===== src/rtl/hdlc_rx_clk_ctrl.sv =====
// Configuration sequencer and external-clock health monitor for the HDLC receive clock generator.
// Reconfigures the generator glitch-free: disable, quiesce, load, then re-enable.
module hdlc_rx_clk_ctrl #(
    parameter int unsigned QUIESCE_CYCLES = 4,
    parameter int unsigned LOSS_TIMEOUT   = 1024
) (
    input  logic        clk,
    input  logic        rst,
    input  logic        cfg_enable,
    input  logic        cfg_wr,
    input  logic [11:0] cfg_baud_freq,
    input  logic [15:0] cfg_baud_limit,
    input  logic        cfg_sync_mode,
    input  logic        clr_lost,
    input  logic        sample_en,
    output logic        gen_en,
    output logic        gen_load,
    output logic [11:0] gen_baud_freq,
    output logic [15:0] gen_baud_limit,
    output logic        gen_sync_mode,
    output logic        busy,
    output logic        cfg_ack,
    output logic        cfg_err,
    output logic        clk_lost
);

    localparam logic [1:0] IDLE    = 2'd0;
    localparam logic [1:0] RUN     = 2'd1;
    localparam logic [1:0] QUIESCE = 2'd2;
    localparam logic [1:0] LOAD    = 2'd3;

    localparam logic [7:0]  QUIESCE_LAST = 8'(QUIESCE_CYCLES - 1);
    localparam logic [15:0] LOSS_LIMIT   = 16'(LOSS_TIMEOUT);

    logic [1:0]  state_q, state_d;
    logic [7:0]  q_cnt_q, q_cnt_d;
    logic [15:0] loss_cnt_q, loss_cnt_d;
    logic        accept;
    logic        err_d;
    logic        ack_d;
    logic        lost_d;
    logic        loss_active;

    always_comb begin
        state_d = state_q;
        q_cnt_d = q_cnt_q;
        accept  = 1'b0;
        err_d   = 1'b0;
        ack_d   = 1'b0;
        case (state_q)
            IDLE, RUN: begin
                // A write, accepted or not, takes priority over enable changes.
                if (cfg_wr) begin
                    if (cfg_baud_freq != 12'd0 && cfg_baud_limit != 16'd0) begin
                        accept  = 1'b1;
                        state_d = QUIESCE;
                        q_cnt_d = 8'd0;
                    end else begin
                        err_d = 1'b1;
                    end
                end else if (state_q == IDLE && cfg_enable) begin
                    state_d = RUN;
                end else if (state_q == RUN && !cfg_enable) begin
                    state_d = IDLE;
                end
            end
            QUIESCE: begin
                err_d = cfg_wr;
                if (q_cnt_q == QUIESCE_LAST) begin
                    state_d = LOAD;
                    q_cnt_d = 8'd0;
                end else begin
                    q_cnt_d = q_cnt_q + 8'd1;
                end
            end
            default: begin
                err_d   = cfg_wr;
                ack_d   = 1'b1;
                state_d = cfg_enable ? RUN : IDLE;
            end
        endcase
    end

    // Loss monitor only runs while the generator is live on an external clock.
    assign loss_active = (state_q == RUN) && gen_sync_mode;

    always_comb begin
        loss_cnt_d = loss_cnt_q;
        if (!loss_active || clr_lost || sample_en) begin
            loss_cnt_d = 16'd0;
        end else if (loss_cnt_q != 16'hffff) begin
            loss_cnt_d = loss_cnt_q + 16'd1;
        end
        lost_d = clr_lost ? 1'b0 : (clk_lost || (loss_cnt_q >= LOSS_LIMIT));
    end

    always_ff @(posedge clk) begin
        if (rst) begin
            state_q        <= IDLE;
            q_cnt_q        <= 8'd0;
            loss_cnt_q     <= 16'd0;
            gen_en         <= 1'b0;
            gen_load       <= 1'b0;
            gen_baud_freq  <= 12'd4;
            gen_baud_limit <= 16'd1;
            gen_sync_mode  <= 1'b0;
            busy           <= 1'b0;
            cfg_ack        <= 1'b0;
            cfg_err        <= 1'b0;
            clk_lost       <= 1'b0;
        end else begin
            state_q    <= state_d;
            q_cnt_q    <= q_cnt_d;
            loss_cnt_q <= loss_cnt_d;
            gen_en     <= (state_d == RUN);
            gen_load   <= (state_d == LOAD);
            busy       <= (state_d == QUIESCE) || (state_d == LOAD);
            cfg_ack    <= ack_d;
            cfg_err    <= err_d;
            clk_lost   <= lost_d;
            if (accept) begin
                gen_baud_freq  <= cfg_baud_freq;
                gen_baud_limit <= cfg_baud_limit;
                gen_sync_mode  <= cfg_sync_mode;
            end
        end
    end

endmodule


===== config.mk =====
export PLATFORM = sky130hd
export DESIGN_NAME = hdlc_rx_clk_ctrl
export DESIGN_NICKNAME = d
export VERILOG_FILES = /design/src/rtl/hdlc_rx_clk_ctrl.sv
export SDC_FILE = /design/constraint.sdc
export NUM_CORES = 1
export LEC_CHECK = 0
export BUFFER_PORTS_ARGS = -buffer_cell sky130_fd_sc_hd__buf_4
export CORE_MARGIN = 10
export CORE_UTILIZATION = 30
export CTS_CLUSTER_DIAMETER = 200
export CTS_CLUSTER_SIZE = 8
export DETAILED_ROUTE_END_ITERATION = 16
export HOLD_SLACK_MARGIN = 0.12
export PLACE_DENSITY = 0.63
export SETUP_SLACK_MARGIN = 0.3
export SYNTH_ARGS = -nofsm -noshare
export SYNTH_HDL_FRONTEND = slang
export SYNTH_SLANG_ARGS = --single-unit

===== constraint.sdc =====
create_clock -name clk -period 2.7 [get_ports clk]
set_input_delay 0.54 -clock clk [delete_from_list [all_inputs] [get_ports clk]]
set_output_delay 0.54 -clock clk [all_outputs]
set_load 0.02 [all_outputs]

After elaboration in Yosys (flattened, before gate mapping)
Index checks and enable logic that the tools add are counted.
{"block": "word_totals", "register_bits": 61, "word_cells": 61, "out_inout_bits": 35, "inputBits": 35}
{"block": "classes", "order_cmp": 1, "n_reduce_logical": 19, "addsub": 2, "eq_ne": 9, "n_mux": 18}
{"cell": "$mux W8", "count": 3}
{"cell": "$add A16 B1 Y16 const B", "count": 1}
{"cell": "$ge A16 B11 Y1 const B", "count": 1}
{"cell": "$ne A16 B16 Y1 const B", "count": 1}
{"cell": "$pmux W8 S2", "count": 1}
{"cell": "$reduce_bool A16 Y1", "count": 1}
{"cell": "$reduce_bool A12 Y1", "count": 1}
{"cell": "$mux W2", "count": 5}
{"cell": "$add A8 B1 Y8 const B", "count": 1}
{"cell": "$eq A8 B2 Y1 const B", "count": 1}
{"cell": "$mux W1", "count": 8}
{"cell": "$eq A2 B2 Y1 const B", "count": 3}
{"cell": "$reduce_or A2 Y1", "count": 3}
{"cell": "$eq A2 B1 Y1 const B", "count": 2}
{"cell": "$logic_and A1 B1 Y1", "count": 4}
{"cell": "$logic_or A1 B1 Y1", "count": 4}
{"cell": "$ne A2 B2 Y1 const B", "count": 2}
{"cell": "$pmux W2 S2", "count": 1}
{"cell": "$reduce_and A3 Y1", "count": 1}
{"cell": "$reduce_or A3 Y1", "count": 1}
{"cell": "$logic_not A1 Y1", "count": 2}
{"cell": "$logic_not A2 Y1", "count": 1}
{"cell": "$reduce_bool A2 Y1", "count": 1}

Longest topological paths before layout
Gate-level depths: netlist of run 1.
{"block": "logic_depth", "word_depth": 8, "depth_mapped": 6, "ltp_nobuf": 6}

Worst setup path before layout of run 1
Ideal clock, no wire load.
{"block": "synth_path", "kind": "input to register", "startpoint": "in cfg_baud_limit[3]", "endpoint": "reg gen_baud_freq[2]", "setup_time_ns": 0.120, "setup_slack_ns": 0.976, "required_ns": 2.580, "t_arrival_ns": 1.604, "path_buffers": 1, "stages": 6, "cell_sequence": "nor4_1 -> nand4_1 -> nand4_1 -> buf_2 -> nor2_1 -> a211o_1"}
{"block": "synth_between", "elab_chain_cells": 5}
{"item": "from (decl)", "line_no": "12", "source": "input logic [15:0] cfg_baud_limit,"}
{"item": "$reduce_bool A16 Y1", "line_no": "54", "source": "if (cfg_baud_freq != 12'd0 && cfg_baud_limit != 16'd0) begin"}
{"item": "$logic_and A1 B1 Y1", "line_no": "54"}
{"item": "$mux W1", "line_no": "54"}
{"item": "$mux W1", "line_no": "53", "source": "if (cfg_wr) begin"}
{"item": "$mux W1", "line_no": "50", "source": "case (state_q)"}
{"item": "to (signal assigned)", "line_no": "122", "source": "gen_baud_freq <= cfg_baud_freq;"}
{"item": "to (decl)", "line_no": "18", "source": "output logic [11:0] gen_baud_freq,"}
Every way passes these cells.
A chain may end at the register's enable or synchronous reset.

Worst setup path after layout of run 1
{"block": "layout_path", "startpoint": "in cfg_baud_limit[10]", "endpoint": "reg gen_baud_limit[0]"}
{"block": "layout_between", "elab_chain_cells": 5}
{"item": "$reduce_bool A16 Y1", "line_no": "54"}
{"item": "$logic_and A1 B1 Y1", "line_no": "54"}
{"item": "$mux W1", "line_no": "54"}
{"item": "$mux W1", "line_no": "53"}
{"item": "$mux W1", "line_no": "50"}
{"item": "to (signal assigned)", "line_no": "123", "source": "gen_baud_limit <= cfg_baud_limit;"}
{"item": "to (decl)", "line_no": "19", "source": "output logic [15:0] gen_baud_limit,"}
Every way passes these cells.

==> results of run 1 <==
==> routing by layer <==
metal / part of all wire [%] / up-vias / routed length, microns
met2: 44 / 60 / 2900
li1: - / 1126 / -
met1: 47 / 1030 / 3110
met5: 0 / - / 0
met3: 7.5 / 6 / 491
met4: 1.1 / 0 / 73
==> worst reg2reg max path: stages (launching register included) <==
cell,delay [ns]
dfxtp_1,0.42
ha_1,0.24
or4b_4,0.52
o41ai_4,0.32
a31oi_1,0.07
a21oi_1,0.15
mux2i_1,0.08
==> flip-flops by register name, indices dropped and copies added (netlist names) <==
register / cells
busy: 1
cfg_ack: 1
cfg_err: 1
clk_lost: 1
gen_baud_freq: 12
gen_baud_limit: 16
gen_en: 1
gen_load: 1
gen_sync_mode: 1
loss_cnt_q: 16
q_cnt_q: 8
state_q: 1
==> path summary, 6_finish.rpt <==
check,from,to,cells after the start
min reg2reg,q_cnt_q[7],q_cnt_q[7],1
max,cfg_baud_limit[10],gen_baud_limit[0],7
min,clr_lost,clk_lost,2
max reg2reg,q_cnt_q[0],q_cnt_q[7],6
==> synthesized netlist by cell type, drive strengths merged <==
cell type and n:
o2111ai 1, nor3b 3, and2 5, o41ai 1, buf 5, mux2i 30, and3 5, nor4 10
a32o 1, o21ai 4, o211ai 3, or4b 1, nand2b 1, clkbuf 6, o31ai 2, o21bai 1
nor2b 3, xor2 6, dfxtp 60, nand4b 2, nand2 11, ha 3, a211o 2, or2 1
inv 6, and4 3, xnor2 4, a31oi 9, nor3 9, nand3 13, a211oi 2, a21o 1
nand4 7, a21oi 7, nor2 47
==> area by class of cell <==
type	count	area share, %
clock inverter	3	1.19
inverter	6	0.667
clock buffer	11	3.89
tap	105	3.89
multi-input combinational	198	38.6
sequential	60	35.6
timing repair buffer	73	16.2
==> kinds of logic (layout without fill, tap and decap cells) <==
logic type | after synthesis | in the layout | synth area share [%]
and+or+nand+nor | 121 | 121 | 24.5
DFF | 60 | 60 | 46.7
AOI/OAI and AO/OA | 34 | 34 | 9.58
muxes | 30 | 30 | 11.7
buffers and inverters | 17 | 93 | 2.72
xor gates and xnor gates | 10 | 10 | 3.40
adders and majority gates | 3 | 3 | 1.46
==> power by group through the flow <==
| stage | clock network [W] | registers (W) | logic (W) |
|---|---|---|---|
| final | 0.000742 | 0.000947 | 0.000249 |
| after detailed placement | 0 | 0.000966 | 0.000254 |
| after global routing | 0.000819 | 0.000951 | 0.000272 |
| after CTS | 0.000765 | 0.000948 | 0.000254 |
| after floorplan | 0 | 0.000998 | 0.0000993 |
| after global placement | 0 | 0.000965 | 0.000251 |
==> through the flow <==
step	total power (W)	utilization [%]
after floorplan	0.00110	-
after global placement	0.00122	38.6
after detailed placement	0.00122	38.6
after CTS	0.00197	40.7
after global routing	0.00204	40.7
final	0.00194	40.7
==> flow_summary.yaml, run 1 <==
outcome:
  status: "finished, final reports clean"
global_routing:
  grt_max_degree: 27
  top_usage_layer: "met2"
  antenna_found_initial: 0
  grt_pass1_wl_microns: 10700
  grt_pass1_vias: 2219
  gr-usage-met3_pct: 4.63
  globalRouteTotalUtil_pct: 10.2
  overflow: 0
  grtUsageMet1_pct: 12.5
  met2_usage_pct: 15.1
final_layout:
  nFillCells: 844
  fin_area_sq_um: 3380
  regArea_sq_um: 1200
  mostFrequentLayoutCell: "buf_4"
  fin_nets: 386
  multi_input_area_sq_um: 1300
  drive_above_1_share_pct: 26.2
  stdcell_count: 456
  layout_common_cells: "buf_4 (73), dfxtp_1 (60), nor2_1 (46)"
  syn2layout_area_growth_pct: 31.2
  diodes: 0
pwr:
  p_switching_w: 0.000484
  power_density_nw_per_um2: 574
  power_frac_seq_pct: 48.9
  irDropWorstVdd_mv: 0.263
  p_int_w: 0.00145
  p_leak_nw: 1.46
  pwr-share-clk_pct: 38.3
  combPwrFrac_pct: 12.8
  switching_share_pct: 25.0
worst_setup_path:
  crit_arrival_ns: 2.16
  cp_slowest_cell: "nor4_1"
  path_class: "primary input to flip-flop"
  end_kind: "flip-flop"
  cp.required_ns: 2.92
  reg2reg_slack_ns: 0.79
  cp_max_fo: 25
  crit_buf_inv: 2
  path_cells: "buf_4, nor4_1, nand4_1, nand4_1, buf_4, nor2_1, a211o_1"
  critPathLaunchType: "primary input"
  crit_path_max_incr_delay_ns: 0.41
  cpLargestDelayFamily: "simple AND/OR/NAND/NOR gates"
synthesis:
  synth_area_sq_um: 2570
  avgSynthCellArea_sq_um: 9.36
  yosysWarnings: 0
  synth_top_area_share_pct: 46.7
  synth_cells: 275
  ys_ff_latch: 60
  syn_nets: 313
  synthDistinctLibCells: 39
  synth_largest_area_cell: "dfxtp_1"
  ys_seq_area_share_pct: 46.7
  synthTopCellsByArea: "dfxtp_1 (47%), mux2i_1 (12%), nor2_1 (6.7%)"
die:
  die_w_microns: 113
  dieArea_sq_um: 12700
  chipHeight_microns: 113
  core_sq_um: 8300
  fp-row-count: 33
  io_pins: 70
  start_util_pct: 31.0
timing:
  finalCritPeriodShare_pct: 72.0
  rsz0062_at_grt: "no"
  finClkSkew_ns: 0.00606
  tightest_slew_ns: 0.417
  period_needed_ns: 1.95
  hold_viol: 0
  tns_ns: 0
  slew_viol_final: 0
  fmax_mhz: 514
  setup_violations: 0
  postLayoutSetupSlackWorst_ns: 0.755
  slew_headroom_pct: 71.9
  timing.hold.ws_ns: 0.375
clocking:
  clk_latency_ns: 0.33
  cts_root_buffer: "clkbuf_8"
  clk_pin_slew_ns: 0.06
  cts_sinks: 60
  post_cts_buffers: 0
  holdBufCountCts: 0
  ctsResizeCount: 0
  h-tree-depth: 3
  cts_tree: "done"
  clk_path_buf_depth: 2
  cts_buffers: 9
place:
  gp_congestion: 0.775
  dpl_cell_area_sq_um: 3210
  io_buffers: 69
  dp_slack_ns: 0.363
  hpwl_microns: 5010
  placedCellCount: 442
run:
  cap_violations: 0
drt:
  antenna_left: 0
  viasPerCell: 4.87
  drc: 0
  routed_wirelength_microns: 6580
  drt_iter0_drc: 93
  drt_first_pass_iters: 4
  routedWlPerCell_microns: 14.4
  via_count: 2222
min_path:
  min_path_type: "primary input to flip-flop"
Power figures use the tool's default switching activity.
==> run 2: changes to the inputs <==
- clock period: 2.7 -> 2 ns (I/O delays scaled with it)
==> flow_summary.yaml, run 2 (same netlist as run 1, synthesis figures left out) <==
clocking:
  clk_path_buf_depth: 2
  clk_pin_slew_ns: 0.07
  cts_buffers: 9
  cts_sinks: 60
  h-tree-depth: 3
  cts_tree: "done"
  cts_root_buffer: "clkbuf_8"
  clk_latency_ns: 0.34
outcome:
  status: "finished, final reports clean"
final_layout:
  mostFrequentLayoutCell: "buf_4"
  drive_above_1_share_pct: 32.0
  syn2layout_area_growth_pct: 41.9
  stdcell_count: 468
  nFillCells: 824
  fin_nets: 396
  layout_common_cells: "buf_4 (79), dfxtp_1 (58), nor2_1 (46)"
  top_regs: "gen_baud_limit: 16 flops, loss_cnt_q: 16 flops, gen_baud_freq: 12 flops"
  diodes: 0
place:
  hpwl_microns: 5030
  io_buffers: 69
  gp_congestion: 0.781
  placedCellCount: 445
  dp_slack_ns: 0.0266
drt:
  drt_first_pass_iters: 4
  viasPerCell: 4.90
  routedWlPerCell_microns: 14.7
  routed_wirelength_microns: 6890
  via_count: 2293
  antenna_left: 0
  drc: 0
  drt_iter0_drc: 156
worst_setup_path:
  cp_max_fo: 4
  critPathLaunchType: "flip-flop"
  path_class: "flip-flop to flip-flop"
  end_kind: "flip-flop"
  crit_arrival_ns: 1.99
  cp.required_ns: 2.28
pwr:
  power_density_nw_per_um2: 826
  combPwrFrac_pct: 12.9
  irDropWorstVdd_mv: 0.324
  power_frac_seq_pct: 42.3
  p_switching_w: 0.000743
  p_leak_nw: 1.57
  p_total_w: 0.00302
  pwr-share-clk_pct: 44.8
  switching_share_pct: 24.6
  p_int_w: 0.00227
global_routing:
  grt_max_degree: 35
  overflow: 0
  grt_pass1_vias: 2291
  globalRouteTotalUtil_pct: 10.5
  grt_pass1_wl_microns: 11100
  antenna_found_initial: 0
die:
  chipHeight_microns: 113
  dieArea_sq_um: 12700
  io_pins: 70
  core_sq_um: 8300
  fp-row-count: 33
  die_w_microns: 113
  start_util_pct: 31.0
timing:
  slew_headroom_pct: 76.6
  finClkSkew_ns: 0.00817
  hold_viol: 0
  tns_ns: 0
  slew_viol_final: 0
  rsz0062_at_grt: "yes"
  period_needed_ns: 1.71
  tightest_slew_ns: 0.350
  setup_violations: 0
  postLayoutSetupSlackWorst_ns: 0.287
  finalCritPeriodShare_pct: 85.7
  fmax_mhz: 584
min_path:
  min_path_type: "primary input to flip-flop"
run:
  cap_violations: 0
[run 2: cell count changes in the layout (fill, tap and decap cells not counted), sizes merged]
cell and change:
clkinvlp +1, bufinv +2, buf +8, inv +1
[run 2: path summary, 6_finish.rpt]
check                           depth (start not counted)         end       start  slack, ns
worst max-delay path                                    6  state_q[0]  q_cnt_q[1]       0.29
worst min-delay path                                    2    clk_lost    clr_lost       0.22
worst max register to register                          6  state_q[0]  q_cnt_q[1]       0.29
worst min register to register                          1  q_cnt_q[7]  q_cnt_q[7]       0.47
[run 2: metrics by stage]
| step | util, % | area (sq um) | hold WS (ns) |
|---|---|---|---|
| floorplan | - | 2590 | 0.441 |
| global placement | 39.4 | 3270 | 0.447 |
| detailed placement | 39.4 | 3270 | 0.463 |
| CTS | 42.8 | 3550 | 0.213 |
| global route | 44.0 | 3650 | 0.209 |
| finish | 44.0 | 3650 | 0.224 |
[run 2: area by class of cell]
class / count / area (sq um) / area share [%]
Multi-Input combinational cell: 198 / 1360 / 37.2
Sequential cell: 60 / 1210 / 33.1
Timing Repair Buffer: 83 / 683 / 18.7
Tap cell: 105 / 131 / 3.60
Clock buffer: 9 / 124 / 3.39
Clock inverter: 7 / 124 / 3.39
Inverter: 6 / 22.5 / 0.617
[run 2: per-layer routing]
metal	GRT usage [%]	share of wire [%]
met1	13.1	48
met2	15.2	42
met3	4.85	8.4
met4	4.31	1.2
met5	0	0
[run 2: power by group through the flow]
stage | sequential [W] | clock (W) | combinational, W
after detailed placement | 0.00130 | 0 | 0.000359
after CTS | 0.00128 | 0.00137 | 0.000366
after global placement | 0.00130 | 0 | 0.000355
after floorplan | 0.00135 | 0 | 0.000135
final | 0.00128 | 0.00135 | 0.000388
after global routing | 0.00128 | 0.00144 | 0.000418
[run 2: what timing repair did]
item | 4_1_cts | 5_1_grt
endpoints found under the hold margin | 0 | 0
endpoints found under the setup margin | 4 | 32
hold buffers | 0 | 0
resized for setup | 0 | 9
pin swaps | 1 | 2
gates cloned | 0 | 2
buffers inserted | 4 | 1
[run 2: critical path, cell delays in order (launching register included)]
cell and delay (ns):
dfxtp_4 0.36, ha_4 0.13, or4b_4 0.49, nor4_4 0.27, mux2i_1 0.12, a21o_1 0.19
a21oi_2 0.08
==> run 3: changes to the inputs <==
==> constraint.sdc (replaced) <==
create_clock -name clk -period 2 [get_ports clk]
set_input_delay 0 -clock clk [delete_from_list [all_inputs] [get_ports clk]]
set_output_delay 0 -clock clk [all_outputs]
set_load 0.02 [all_outputs]
==> flow_summary.yaml, run 3 (same netlist as run 1, synthesis figures left out) <==
outcome:
  status: "finished, final reports clean"
place:
  gp_congestion: 0.804
  hpwl_microns: 4920
  placedCellCount: 442
  io_buffers: 69
min_path:
  min_path_type: "primary input to flip-flop"
final_layout:
  nFillCells: 746
  fin_nets: 437
  drive_above_1_share_pct: 30.9
  top_regs: "gen_baud_limit: 16 flops, loss_cnt_q: 16 flops, gen_baud_freq: 12 flops"
  layout_common_cells: "buf_4 (76), dfxtp_1 (58), nor2_1 (46)"
  mostFrequentLayoutCell: "buf_4"
  regArea_sq_um: 1210
  multi_input_area_sq_um: 1410
  stdcell_count: 509
  diodes: 0
  syn2layout_area_growth_pct: 59.7
drt:
  antenna_left: 0
  routedWlPerCell_microns: 15.8
  drt_iter0_drc: 83
  routed_wirelength_microns: 8040
  drc: 0
  viasPerCell: 4.92
  drt_first_pass_iters: 4
  via_count: 2506
global_routing:
  grt_pass1_vias: 2380
  globalRouteTotalUtil_pct: 10.8
  overflow: 0
  grt_pass1_wl_microns: 11400
  antenna_found_initial: 0
  grt_max_degree: 37
pwr:
  irDropWorstVdd_mv: 0.435
  power_density_nw_per_um2: 720
  p_leak_nw: 1.78
  p_total_w: 0.00296
clocking:
  cts_sinks: 60
  h-tree-depth: 3
  cts_root_buffer: "clkbuf_8"
  clk_pin_slew_ns: 0.08
  cts_tree: "done"
  cts_buffers: 9
  clk_latency_ns: 0.34
  clk_path_buf_depth: 2
die:
  start_util_pct: 31.0
  core_sq_um: 8300
  fp-row-count: 33
  chipHeight_microns: 113
  die_w_microns: 113
  dieArea_sq_um: 12700
  io_pins: 70
timing:
  slew_viol_final: 0
  timing.hold.ws_ns: 0.118
  fmax_mhz: 584
  finClkSkew_ns: 0.0118
  slew_headroom_pct: 71.5
  tns_ns: 0
  period_needed_ns: 1.71
  setup_violations: 0
  rsz0062_at_grt: "yes"
  hold_viol: 0
  finalCritPeriodShare_pct: 85.6
  tightest_slew_ns: 0.426
run:
  cap_violations: 0
worst_setup_path:
  cp_max_fo: 4
  crit_arrival_ns: 1.94
  critPathLaunchType: "flip-flop"
  cp.required_ns: 2.23
  end_kind: "flip-flop"
  path_class: "flip-flop to flip-flop"
run 3: cell count changes in the layout (fill, tap and decap cells not counted), sizes merged:
cell / before / now
buf: 81 / 85
clkbuf: 11 / 12
dlymetal6s4s: 0 / 3
dlygate4sd3: 0 / 33
clkinvlp: 1 / 0
clkinv: 2 / 4
bufinv: 3 / 2
run 3: path summary, 6_finish.rpt:
| path | cells after the start | to | startpoint | slack (ns) |
|---|---|---|---|---|
| setup / recovery | 6 | q_cnt_q[5] | q_cnt_q[1] | 0.29 |
| hold / removal | 4 | gen_baud_freq[4] | cfg_baud_freq[4] | 0.12 |
| setup reg to reg | 6 | q_cnt_q[5] | q_cnt_q[1] | 0.29 |
| hold reg to reg | 1 | gen_baud_limit[0] | gen_baud_limit[0] | 0.47 |
run 3: stage by stage:
stage | utilization [%] | area, sq um | worst slack, ns
2_1_floorplan | - | 2590 | 0.308
5_1_grt | 49.5 | 4110 | 0.180
4_1_cts | 46.2 | 3830 | 0.305
3_5_place_dp | 39.0 | 3240 | 0.206
6_report | 49.5 | 4110 | 0.288
3_3_place_gp | 39.0 | 3240 | 0.238
run 3: repair_timing:
action                                  in CTS  in global routing
pin swaps                                    1                  8
setup buffers                                3                  6
endpoints found under the hold margin       41                  0
gates resized for setup                      0                 25
hold buffers                                36                  0
cloned                                       0                  6
endpoints found under the setup margin       4                 46
run 3: layout make-up:
type / instances / share of cell area, %
clock buffer: 9 / 3.01
sequential: 60 / 29.4
multi-input combinational: 198 / 34.3
timing repair buffer: 124 / 27.3
tap: 105 / 3.20
inverter: 6 / 0.548
clock inverter: 7 / 2.19
run 3: metal layers:
metal,vias to the layer above,track usage [%],share of wire (%)
met5,-,0,0
met4,0,5.41,1.6
met3,8,4.42,6.1
met2,68,17.0,49
met1,1191,12.4,44
li1,1239,-,-
run 3: power by group:
part | leakage (nW) | switching, W | internal, W | total, W
sequential | 0.491 | 0.0000361 | 0.00124 | 0.00128
combinational | 1.18 | 0.000226 | 0.000261 | 0.000487
clock | 0.113 | 0.000496 | 0.000697 | 0.00119
total | 1.78 | 0.000758 | 0.00220 | 0.00296
run 3: worst max-delay path, cell delays in order (launching register included):
cell     delay, ns
dfxtp_4       0.36
ha_4          0.14
or4b_4        0.50
o41ai_4       0.31
nor3_1        0.09
a31oi_1       0.15
nand2_1       0.06
